==> config.mk <==
export PLATFORM = sky130hd
export DESIGN_NAME = mjpg_stream_parser
export DESIGN_NICKNAME = d
export VERILOG_FILES = /design/src/rtl/mjpg_stream_parser.sv
export SDC_FILE = /design/constraint.sdc
export NUM_CORES = 1
export LEC_CHECK = 0
export ABC_AREA = 1
export CORE_MARGIN = 2
export CORE_UTILIZATION = 30
export DETAILED_ROUTE_END_ITERATION = 8
export PLACE_DENSITY = 0.43
export SLEW_MARGIN = 20
export SYNTH_ARGS = -nofsm -noshare
export SYNTH_HDL_FRONTEND = slang
export SYNTH_SLANG_ARGS = --single-unit
export TNS_END_PERCENT = 20
==> constraint.sdc <==
create_clock -name clk -period 13.3 [get_ports clk]
set_input_delay 1.33 -clock clk [delete_from_list [all_inputs] [get_ports clk]]
set_output_delay 1.33 -clock clk [all_outputs]
set_load 0.05 [all_outputs]
==> src/rtl/mjpg_stream_parser.sv <==
// rtl/mjpg_stream_parser.sv - MJPG marker parser with ECS unstuffing and bit window
//
// Purpose: walks an MJPG byte stream, pulses on SOI/EOI, captures SOF0
// height/width, skips length-prefixed segments, and after SOS strips 0xFF00
// stuffing from the entropy-coded segment into a 64-bit MSB-aligned bit
// accumulator that a downstream decoder drains through a 32-bit window.
//
// Ports:
//   clk, rst         clock, synchronous active-high reset
//   ivalid/iready    byte handshake, idata is the byte
//   sof, eof         one-cycle pulses after SOI / EOI marker bytes
//   height, width    SOF0 dimensions (truncated to DIM_W), dim_valid qualifies
//   bvalid, bdata    bit window, MSB = oldest bit, zero below bavail
//   bavail           valid bits in the window (0..32)
//   blen             bits consumed this cycle, honoured only when bvalid
//   ecs_done         ECS was terminated by a marker
//   err              sticky protocol error, cleared by SOI or rst
module mjpg_stream_parser #(
  parameter int DIM_W = 12
) (
  input  logic             clk,
  input  logic             rst,
  input  logic             ivalid,
  output logic             iready,
  input  logic [7:0]       idata,
  output logic             sof,
  output logic             eof,
  output logic [DIM_W-1:0] height,
  output logic [DIM_W-1:0] width,
  output logic             dim_valid,
  output logic             bvalid,
  output logic [31:0]      bdata,
  output logic [5:0]       bavail,
  input  logic [5:0]       blen,
  output logic             ecs_done,
  output logic             err
);

  typedef enum logic [2:0] {
    ST_SEEK, ST_MARK, ST_LENH, ST_LENL, ST_BODY, ST_ECS, ST_ECSFF
  } state_t;

  typedef enum logic [1:0] {SEG_SKIP, SEG_SOF, SEG_SOS} seg_t;

  state_t state, state_n;
  seg_t   seg, seg_n;

  logic [7:0]  len_hi;
  logic [15:0] remain;
  logic [2:0]  idx;
  logic [15:0] hold_h;
  logic [7:0]  hold_wh;
  logic [63:0] acc;
  logic [6:0]  cnt;

  logic        fire;
  logic        in_ecs;
  logic        push;
  logic [7:0]  push_byte;
  logic        soi;
  logic        eoi;
  logic        err_set;
  logic        ecs_set;
  logic        ecs_clr;
  logic        len_load;
  logic        body_step;
  logic [15:0] len_full;
  logic [15:0] width_full;
  logic        over;
  logic [5:0]  take;
  logic [63:0] acc_n;
  logic [6:0]  cnt_n;

  // Backpressure only applies while bytes can land in the accumulator; a
  // push needs 8 free bits, judged on the registered count.
  assign in_ecs     = (state == ST_ECS) || (state == ST_ECSFF);
  assign iready     = in_ecs ? (cnt <= 7'd56) : 1'b1;
  assign fire       = ivalid & iready;
  assign len_full   = {len_hi, idata};
  assign width_full = {hold_wh, idata};

  assign bdata  = acc[63:32];
  assign bavail = (cnt >= 7'd32) ? 6'd32 : cnt[5:0];
  assign bvalid = (cnt >= 7'd32) || (ecs_done && (cnt != 7'd0));
  // An over-long consume drains what is there and flags the error.
  assign over   = bvalid && (blen > bavail);
  assign take   = !bvalid ? 6'd0 : (over ? bavail : blen);

  always_ff @(posedge clk) begin
    if (rst) begin
      state <= ST_SEEK;
      seg   <= SEG_SKIP;
    end else begin
      state <= state_n;
      seg   <= seg_n;
    end
  end

  always_comb begin
    state_n   = state;
    seg_n     = seg;
    push      = 1'b0;
    push_byte = idata;
    soi       = 1'b0;
    eoi       = 1'b0;
    err_set   = 1'b0;
    ecs_set   = 1'b0;
    ecs_clr   = 1'b0;
    len_load  = 1'b0;
    body_step = 1'b0;
    if (fire) begin
      case (state)
        ST_SEEK: begin
          if (idata == 8'hFF) state_n = ST_MARK;
        end
        ST_MARK, ST_ECSFF: begin
          if (idata == 8'hFF) begin
            state_n = state;  // fill byte, keep waiting for the marker code
          end else if ((state == ST_ECSFF) && (idata == 8'h00)) begin
            push      = 1'b1;
            push_byte = 8'hFF;
            state_n   = ST_ECS;
          end else begin
            // A real marker inside the ECS terminates it, then decodes as usual.
            ecs_set = (state == ST_ECSFF);
            state_n = ST_SEEK;
            case (idata)
              8'hD8: soi = 1'b1;
              8'hD9: eoi = 1'b1;
              8'hC0: begin seg_n = SEG_SOF;  state_n = ST_LENH; end
              8'hDA: begin seg_n = SEG_SOS;  state_n = ST_LENH; end
              8'h00: err_set = 1'b1;
              8'h01, 8'hD0, 8'hD1, 8'hD2, 8'hD3,
              8'hD4, 8'hD5, 8'hD6, 8'hD7: begin end
              default: begin seg_n = SEG_SKIP; state_n = ST_LENH; end
            endcase
          end
        end
        ST_LENH: state_n = ST_LENL;
        ST_LENL: begin
          if (len_full < 16'd2) begin
            err_set = 1'b1;
            state_n = ST_SEEK;
          end else begin
            len_load = 1'b1;
            // A SOF0 too short to hold both dimensions is skipped, dims untouched.
            if ((seg == SEG_SOF) && (len_full < 16'd7)) begin
              err_set = 1'b1;
              seg_n   = SEG_SKIP;
            end
            if (len_full != 16'd2) begin
              state_n = ST_BODY;
            end else if (seg == SEG_SOS) begin
              state_n = ST_ECS;
              ecs_clr = 1'b1;
            end else begin
              state_n = ST_SEEK;
            end
          end
        end
        ST_BODY: begin
          body_step = 1'b1;
          if (remain == 16'd1) begin
            if (seg == SEG_SOS) begin
              state_n = ST_ECS;
              ecs_clr = 1'b1;
            end else begin
              state_n = ST_SEEK;
            end
          end
        end
        ST_ECS: begin
          if (idata == 8'hFF) state_n = ST_ECSFF;
          else push = 1'b1;
        end
        default: state_n = ST_SEEK;
      endcase
    end
  end

  // Consume shifts the window first; the new byte then lands directly below
  // the bits that survive the consume.
  always_comb begin
    acc_n = acc << take;
    if (push) acc_n = acc_n | ({push_byte, 56'd0} >> (cnt - {1'b0, take}));
    cnt_n = cnt - {1'b0, take} + (push ? 7'd8 : 7'd0);
  end

  always_ff @(posedge clk) begin
    if (rst) begin
      len_hi    <= 8'd0;
      remain    <= 16'd0;
      idx       <= 3'd0;
      hold_h    <= 16'd0;
      hold_wh   <= 8'd0;
      acc       <= 64'd0;
      cnt       <= 7'd0;
      sof       <= 1'b0;
      eof       <= 1'b0;
      height    <= '0;
      width     <= '0;
      dim_valid <= 1'b0;
      ecs_done  <= 1'b0;
      err       <= 1'b0;
    end else begin
      sof <= soi;
      eof <= eoi;
      if (fire && (state == ST_LENH)) len_hi <= idata;
      if (len_load) begin
        remain <= len_full - 16'd2;
        idx    <= 3'd0;
      end
      if (body_step) begin
        remain <= remain - 16'd1;
        if (idx != 3'd5) idx <= idx + 3'd1;
        if (seg == SEG_SOF) begin
          case (idx)
            3'd1: hold_h[15:8] <= idata;
            3'd2: hold_h[7:0]  <= idata;
            3'd3: hold_wh      <= idata;
            3'd4: begin
              height    <= DIM_W'(hold_h);
              width     <= DIM_W'(width_full);
              dim_valid <= 1'b1;
            end
            default: begin end
          endcase
        end
      end
      if (soi) begin
        // New frame: drop undrained bits, dimensions and status.
        acc       <= 64'd0;
        cnt       <= 7'd0;
        err       <= 1'b0;
        ecs_done  <= 1'b0;
        height    <= '0;
        width     <= '0;
        dim_valid <= 1'b0;
      end else begin
        acc <= acc_n;
        cnt <= cnt_n;
        if (err_set || over) err <= 1'b1;
        if (ecs_set) ecs_done <= 1'b1;
        else if (ecs_clr) ecs_done <= 1'b0;
      end
    end
  end

endmodule

==> results of run 1 <==
[cell usage after synthesis (all sizes together), types with 2 or more instances]
library cell    n
buf            96
clkbuf         63
o21a            4
clkinv          4
o22ai           2
a31oi           8
nor2          144
inv           175
xor2           17
dfxtp         148
a211oi          5
o21bai          2
nand2         410
nor3           23
nand4          34
o21ai          95
nand3         659
a21oi         112
o211ai          4
nand3b          8
ha             21
and2            2
or2             4
nor4            5
[area by class of cell]
class / count / share of cell area
Clock inverter: 14 / 0.0118
Clock buffer: 18 / 0.0324
Multi-Input combinational cell: 1567 / 0.565
Sequential cell: 148 / 0.218
Timing Repair Buffer: 105 / 0.0738
Tap cell: 525 / 0.0484
Inverter: 179 / 0.0497
[routing by layer]
layer,vias up,global-route usage,part of all wire
met1,6619,0.345,0.46
met4,2,0.0714,0.023
met2,390,0.434,0.48
met3,64,0.0257,0.043
met5,-,0,0.00024
li1,6858,-,-
[kinds of logic after synthesis]
group                      count (synthesis)  synth area share
buffers and inverters                    338             0.120
adders and majority gates                 22            0.0235
AOI/OAI and AO/OA                        238             0.106
xor gates and xnor gates                  18            0.0131
and+or+nand+nor                         1289             0.491
DFF                                      148             0.246
[flip-flops by register name, summed over array words and instances, names as in the netlist]
register   flops
acc           64
remain        16
height        12
hold_h        12
width         12
len_hi         8
cnt            7
hold_wh        4
idx            3
state          3
seg            2
dim_valid      1
ecs_done       1
eof            1
err            1
sof            1
[worst register-to-register path: cells and delay by family (launching register included)]
kind	cells	cell delay, ps
adders and majority gates	2	670
DFF	1	360
AOI/OAI and AO/OA	4	470
xor gates and xnor gates	1	110
buffers and inverters	6	1300
and+or+nand+nor	16	2870
[through the flow]
step | hold WS [ps] | util | setup slack (ps)
2_1_floorplan | 467 | - | 8260
3_3_place_gp | 458 | 0.326 | 6660
3_5_place_dp | 456 | 0.326 | 6660
4_1_cts | 469 | 0.341 | 7100
5_1_grt | 495 | 0.341 | 6560
6_report | 459 | 0.341 | 7110
[placed cells by master, fill, tap and decap left out, types with 22 or more instances in the layout]
cell               n
dfxtp_1          148
inv_1            158
nand4_1           33
nand2_1          398
clkdlybuf4s50_1   85
nor2_1           135
a21oi_1          110
nand3_1          656
o21ai_0           85
nor3_1            22
[final timing paths]
| path | start | endpoint | slack, ps | depth (start not counted) |
|---|---|---|---|---|
| setup / recovery | blen[5] | acc[33]$_SDFF_PP0_ | 7110 | 26 |
| hold / removal | err$_SDFFE_PP0P_ | err$_SDFFE_PP0P_ | 460 | 2 |
| setup reg to reg | cnt[5]$_SDFF_PP0_ | acc[33]$_SDFF_PP0_ | 7430 | 29 |
| hold reg to reg | err$_SDFFE_PP0P_ | err$_SDFFE_PP0P_ | 460 | 2 |
==> flow_metrics.tcl, run 1 <==
set metrics [dict create \
    grt_max_degree 76 \
    hpwlAfterDp_um 40000 \
    outcome "complete, no violations" \
    io_buffer_count 85 \
    critPathSlowestCell "nor2_2" \
    fin_crit_sh 0.465 \
    critical_path_class "in -> reg" \
    grt_usage 0.256 \
    grt_pass1_vias 13400 \
    synthTopCellsByArea "nand3_1, dfxtp_1, nand2_1" \
    cts_root_buf "clkbuf_16" \
    synth_warnings 0 \
    synthArstFlopShare 0 \
    clockBufferDepth 2 \
    fillers 4544 \
    cp-start-kind "primary input" \
    maxCapViolCount 0 \
    rows 73 \
    antenna_cells 0 \
    clkTransAtPathRegs_ps 70 \
    nets 2057 \
    yosysSeqAreaShare 0.246 \
    start_util 0.303 \
    synth_edf_count 0 \
    die_height_um 204 \
    layout.cells.non_filler 2556 \
    cp.required_ps 13670 \
    gp_congestion 0.884 \
    via_count 13900 \
    drc 0 \
    post_cts_resized 0 \
    slew_violations 0 \
    synth-main-ff-cell "dfxtp_1" \
    via_per_inst 5.45 \
    grt.overflow.total 0 \
    cpMostUsedCell "nand2_1" \
    syn_area_mm2 0.0121 \
    synthToLayoutAreaGrowth_pct 12.5 \
    worstMarginPinSlew_ps 1080 \
    final.setup_skew_ps 13.3 \
    finalSetupViolations 0 \
    coreArea_mm2 0.0397 \
    cts_setup_buffers 0 \
    antenna_found_initial 2 \
    cp_max_fo 72 \
    wl_um 53500 \
    placed_area_mm2 0.0130 \
    drtIter0Drc 1377 \
    grt_pass1_wl_um 82000 \
    multi_input_area_mm2 0.00767 \
    hold_buffers 0 \
    yosysUniqueCellTypes 45 \
    first_pass_iters 6 \
    worstHoldPathType "reg -> reg" \
    critPathTopFamily "simple AND/OR/NAND/NOR gates" \
    cts_buffers 17 \
    min_period_ps 6190 \
    relSlewSlack 0.278 \
    final_area_mm2 0.0136 \
    fmax_ghz 0.162 \
    ant_nets 0 \
    syn_inst 2053 \
    dp.cells 2524 \
    wire_per_inst_um 21.0 \
    synth-seq-cells 148 \
    syn-num-nets 2092 \
    hold_viol_final 0 \
    synth.largest_area_cell "nand3_1" \
    avgSynthCellArea_um2 5.87 \
    rsz0062_at_grt "false" \
    die-width_um 204 \
    path_buf_inv 5 \
    die_area_mm2 0.0418 \
    regArea_mm2 0.00296 \
    crit_arrival_ps 6560 \
    cp-end-kind "register" \
    h-tree-depth 4 \
    clock_sinks 148 \
    ios 86 \
    cts_tree "yes" \
    layout-drive-gt1-share 0.0492 \
    slowest_delay_ps 730 \
    synth_top_area_frac 0.273 \
    clkLatencyLatePin_ps 450 \
    setup_tns_ps 0 \
]
Power of run 1 is left out: the tool's default activity adds up to more than one toggle a clock period on the data nets, which glitch-free logic cannot reach.
==> run 2, diff against run 1 <==
==> constraint.sdc (replaced) <==
create_clock -name clk -period 5.7 [get_ports clk]
set_input_delay 0.57 -clock clk [delete_from_list [all_inputs] [get_ports clk]]
set_output_delay 0.57 -clock clk [all_outputs]
set_load 0.05 [all_outputs]
==> flow_metrics.tcl, run 2 (same netlist as run 1, synthesis figures left out) <==
set metrics [dict create \
    fin_crit_sh 0.840 \
    largest_register "acc" \
    largest_reg_flops 64 \
    antenna_found_initial 0 \
    layout.cells.non_filler 2563 \
    cts_tree "yes" \
    via_count 14000 \
    final.setup_skew_ps 11.7 \
    rows 73 \
    min_from "err$_SDFFE_PP0P_" \
    first_pass_iters 6 \
    die_area_mm2 0.0418 \
    wire_per_inst_um 20.0 \
    grt_usage 0.245 \
    whs_path_depth 2 \
    clockBufferDepth 2 \
    gp_congestion 0.899 \
    ios 86 \
    maxCapViolCount 0 \
    die-width_um 204 \
    drtIter0Drc 1308 \
    cts_buffers 17 \
    hold_buffers 0 \
    via_per_inst 5.46 \
    dp.cells 2531 \
    reg2reg_slack_ps 910 \
    nets 2064 \
    clkLatencyLatePin_ps 460 \
    hpwlAfterDp_um 38300 \
    drc 0 \
    grt.overflow.total 0 \
    rsz0062_at_grt "false" \
    cp-end-kind "register" \
    crit_arrival_ps 5120 \
    cp_max_fo 9 \
    biggestRegsByFlops "acc x64, remain x16" \
    ant_nets 0 \
    finalSetupViolations 0 \
    worstHoldPathType "reg -> reg" \
    placed_area_mm2 0.0130 \
    setup_tns_ps 0 \
    fmax_ghz 0.209 \
    cp-startpoint "cnt[5]$_SDFF_PP0_" \
    setup_ws_ps 915 \
    final_area_mm2 0.0136 \
    outcome "complete, no violations" \
    layout_common_cells "nand3_1, nand2_1, inv_1" \
    place_ws_ps 854 \
    clock_sinks 148 \
    r2r_start "cnt[5]$_SDFF_PP0_" \
    hold_viol_final 0 \
    h-tree-depth 4 \
    io_buffer_count 85 \
    grt_pass1_wl_um 78800 \
    synthToLayoutAreaGrowth_pct 13.1 \
    cp.required_ps 6040 \
    critical_path_class "reg -> reg" \
    layout-drive-gt1-share 0.0525 \
    holdPathEnd "err$_SDFFE_PP0P_" \
    cts_root_buf "clkbuf_16" \
    start_util 0.303 \
    slew_violations 0 \
    fillers 4528 \
    min_period_ps 4790 \
    final_common_cell "nand3_1" \
    cts_setup_buffers 0 \
    wl_um 51100 \
    worstMarginPinSlew_ps 967 \
    worstReg2RegEnd "acc[6]$_SDFF_PP0_" \
    grt_max_degree 76 \
    coreArea_mm2 0.0397 \
    die_height_um 204 \
    relSlewSlack 0.355 \
    cp-start-kind "register" \
    antenna_cells 0 \
    clkTransAtPathRegs_ps 70 \
    grt_pass1_vias 13200 \
    worst-r2r-cell-count 25 \
    post_cts_resized 0 \
]
==> run 2: cell types whose count changed in the layout (fill, tap and decap cells not counted), sizes merged <==
| cell | before | now |
|---|---|---|
| bufinv | 1 | 2 |
| clkinvlp | 0 | 1 |
| inv | 183 | 184 |
| clkinv | 9 | 7 |
| buf | 20 | 27 |
| clkbuf | 18 | 17 |
==> run 2: worst max path at each step <==
stage	slack [ps]	to	depth (start not counted)
6_report	910	acc[6]$_SDFF_PP0_	25
5_1_grt	600	acc[8]$_SDFF_PP0_	25
4_1_cts	900	acc[5]$_SDFF_PP0_	25
3_5_place_dp	850	acc[6]$_SDFF_PP0_	22
3_3_place_gp	830	acc[3]$_SDFF_PP0_	24
2_1_floorplan	660	acc[38]$_SDFF_PP0_	28
==> run 2: metal layers <==
| metal | vias up | global-route usage | wire length [µm] |
|---|---|---|---|
| li1 | 6876 | - | - |
| met1 | 6562 | 0.324 | 22800 |
| met2 | 461 | 0.409 | 24200 |
| met3 | 84 | 0.0352 | 2640 |
| met4 | 0 | 0.0797 | 1510 |
| met5 | - | 0 | 0 |
==> run 2: final cells by class <==
type,count,area [µm²],share of cell area
multi-input cells,1567,7670,0.562
flip-flops and latches,148,2960,0.217
repair buffers,112,1070,0.0782
inverters,179,672,0.0493
well taps,525,657,0.0482
clock buffers,17,425,0.0312
clock inverters,15,184,0.0135
==> run 2: stage by stage <==
stage	hold slack (ps)	utilization
after global placement	448	0.328
after floorplan	467	-
final	450	0.343
after CTS	454	0.343
after detailed placement	443	0.328
after global routing	475	0.343
==> run 2: critical path, stage by stage (launching register included) <==
cell	delay (ps)
dfxtp_1	360
nor2_4	200
inv_2	90
nor2_1	250
inv_1	120
ha_1	320
nand2_1	50
nand2_1	60
nand2_1	60
nand3_2	110
nand2_2	110
nor2_2	250
nand2_1	110
nand3_2	100
ha_1	280
a21oi_1	170
nand2_1	90
a21oi_1	130
o21bai_1	90
xor2_1	620
inv_2	140
nor2_4	150
inv_2	100
nor2_4	270
nand3_1	140
a21oi_1	300
Power of run 2 is left out for the same reason.
==> run 3, diff against run 2 <==
==> constraint.sdc (replaced) <==
create_clock -name clk -period 4.79 [get_ports clk]
set_input_delay 0.479 -clock clk [delete_from_list [all_inputs] [get_ports clk]]
set_output_delay 0.479 -clock clk [all_outputs]
set_load 0.05 [all_outputs]
==> flow_metrics.tcl, run 3 (same netlist as run 1, synthesis figures left out) <==
set metrics [dict create \
    nets 2076 \
    fin_crit_sh 0.936 \
    cts_buffers 17 \
    clkLatencyLatePin_ps 450 \
    slowest_delay_ps 350 \
    relSlewSlack 0.411 \
    slew_violations 0 \
    synthToLayoutAreaGrowth_pct 13.9 \
    die_area_mm2 0.0418 \
    grt_pass1_vias 13300 \
    clockBufferDepth 2 \
    finalSetupViolations 0 \
    cts_tree "yes" \
    cp-end-kind "register" \
    worstSetupPathDepth 25 \
    clkTransAtPathRegs_ps 70 \
    setup_tns_ps 0 \
    hold_buffers 0 \
    io_buffer_count 85 \
    gp_congestion 0.897 \
    rows 73 \
    whs_path_depth 2 \
    placed_area_mm2 0.0132 \
    cts_root_buf "clkbuf_16" \
    fmax_ghz 0.223 \
    hold_viol_final 0 \
    die-width_um 204 \
    cp_max_fo 7 \
    critical_path_class "reg -> reg" \
    rsz0062_at_grt "false" \
    min_period_ps 4480 \
    path_buf_inv 4 \
    layout_common_cells "nand3_1, nand2_1, inv_1" \
    grt.overflow.total 0 \
    final.setup_skew_ps 7.09 \
    clock_sinks 148 \
    ios 86 \
    final_common_cell "nand3_1" \
    coreArea_mm2 0.0397 \
    cp-start-kind "register" \
    cp.required_ps 5140 \
    via_count 14100 \
    wl_met1_um 23300 \
    drtIter0Drc 1330 \
    largest_register "acc" \
    outcome "complete, no violations" \
    cts_setup_buffers 0 \
    first_pass_iters 6 \
    route.met3.wl_um 2770 \
    die_height_um 204 \
    h-tree-depth 4 \
    biggestRegsByFlops "acc x64, remain x16" \
    final_area_mm2 0.0137 \
    hpwlAfterDp_um 38200 \
    critPathSlowestCell "dfxtp_1" \
    antenna_found_initial 2 \
    critPathTopFamily "simple AND/OR/NAND/NOR gates" \
    drc 0 \
    largest_reg_flops 64 \
    worstHoldPathType "reg -> reg" \
    worstMarginPinSlew_ps 884 \
    via_per_inst 5.46 \
    top_layer_used "met5" \
    fillers 4501 \
    grt_usage 0.244 \
    final_core_util 0.346 \
    layout-drive-gt1-share 0.0595 \
    crit_arrival_ps 4840 \
    wl_um 51300 \
    worst-r2r-cell-count 25 \
    start_util 0.303 \
    ant_nets 0 \
    maxCapViolCount 0 \
    wl_met2_um 23700 \
    wire_per_inst_um 19.9 \
    grt_max_degree 76 \
    grt_pass1_wl_um 78800 \
]
run 3: area by class of cell:
type                       instances  area, µm²  area share
tap                              525        657      0.0478
multi-input combinational       1567       7680       0.559
antenna                            1       2.50    0.000182
clock buffer                      18        429      0.0313
clock inverter                    14        144      0.0105
sequential                       148       2960       0.216
timing repair buffer             124       1180      0.0863
inverter                         179        672      0.0489
run 3: path summary, 6_finish.rpt:
check,startpoint,to,slack (ps)
hold reg to reg,err$_SDFFE_PP0P_,err$_SDFFE_PP0P_,460
setup reg to reg,cnt[5]$_SDFF_PP0_,acc[30]$_SDFF_PP0_,310
hold / removal,err$_SDFFE_PP0P_,err$_SDFFE_PP0P_,460
setup / recovery,cnt[5]$_SDFF_PP0_,acc[30]$_SDFF_PP0_,310
run 3: what timing repair did:
item | CTS | global route
endpoints found under the setup margin | 0 | 2
endpoints found under the hold margin | 0 | 0
resized for setup | 0 | 1
run 3: tightest hold or removal path: cells and delay by family (launching register included):
| kind | cells | cell delay (ps) |
|---|---|---|
| flip-flops | 1 | 320 |
| AO/OA/AOI/OAI | 1 | 50 |
| buffers and inverters | 1 | 50 |
run 3: per-stage QoR:
step	cells	setup slack [ps]	hold WS, ps
final	2576	307	463
after global routing	2575	6.06	511
after CTS	2575	313	473
after detailed placement	2543	190	463
after global placement	2543	259	453
after floorplan	2053	11.1	467
run 3: metal layers:
layer / GRT usage / up-vias
met3: 0.0384 / 68
met2: 0.400 / 430
met1: 0.326 / 6669
li1: - / 6900
met5: 0 / -
met4: 0.0823 / 2
Power of run 3 is left out for the same reason.
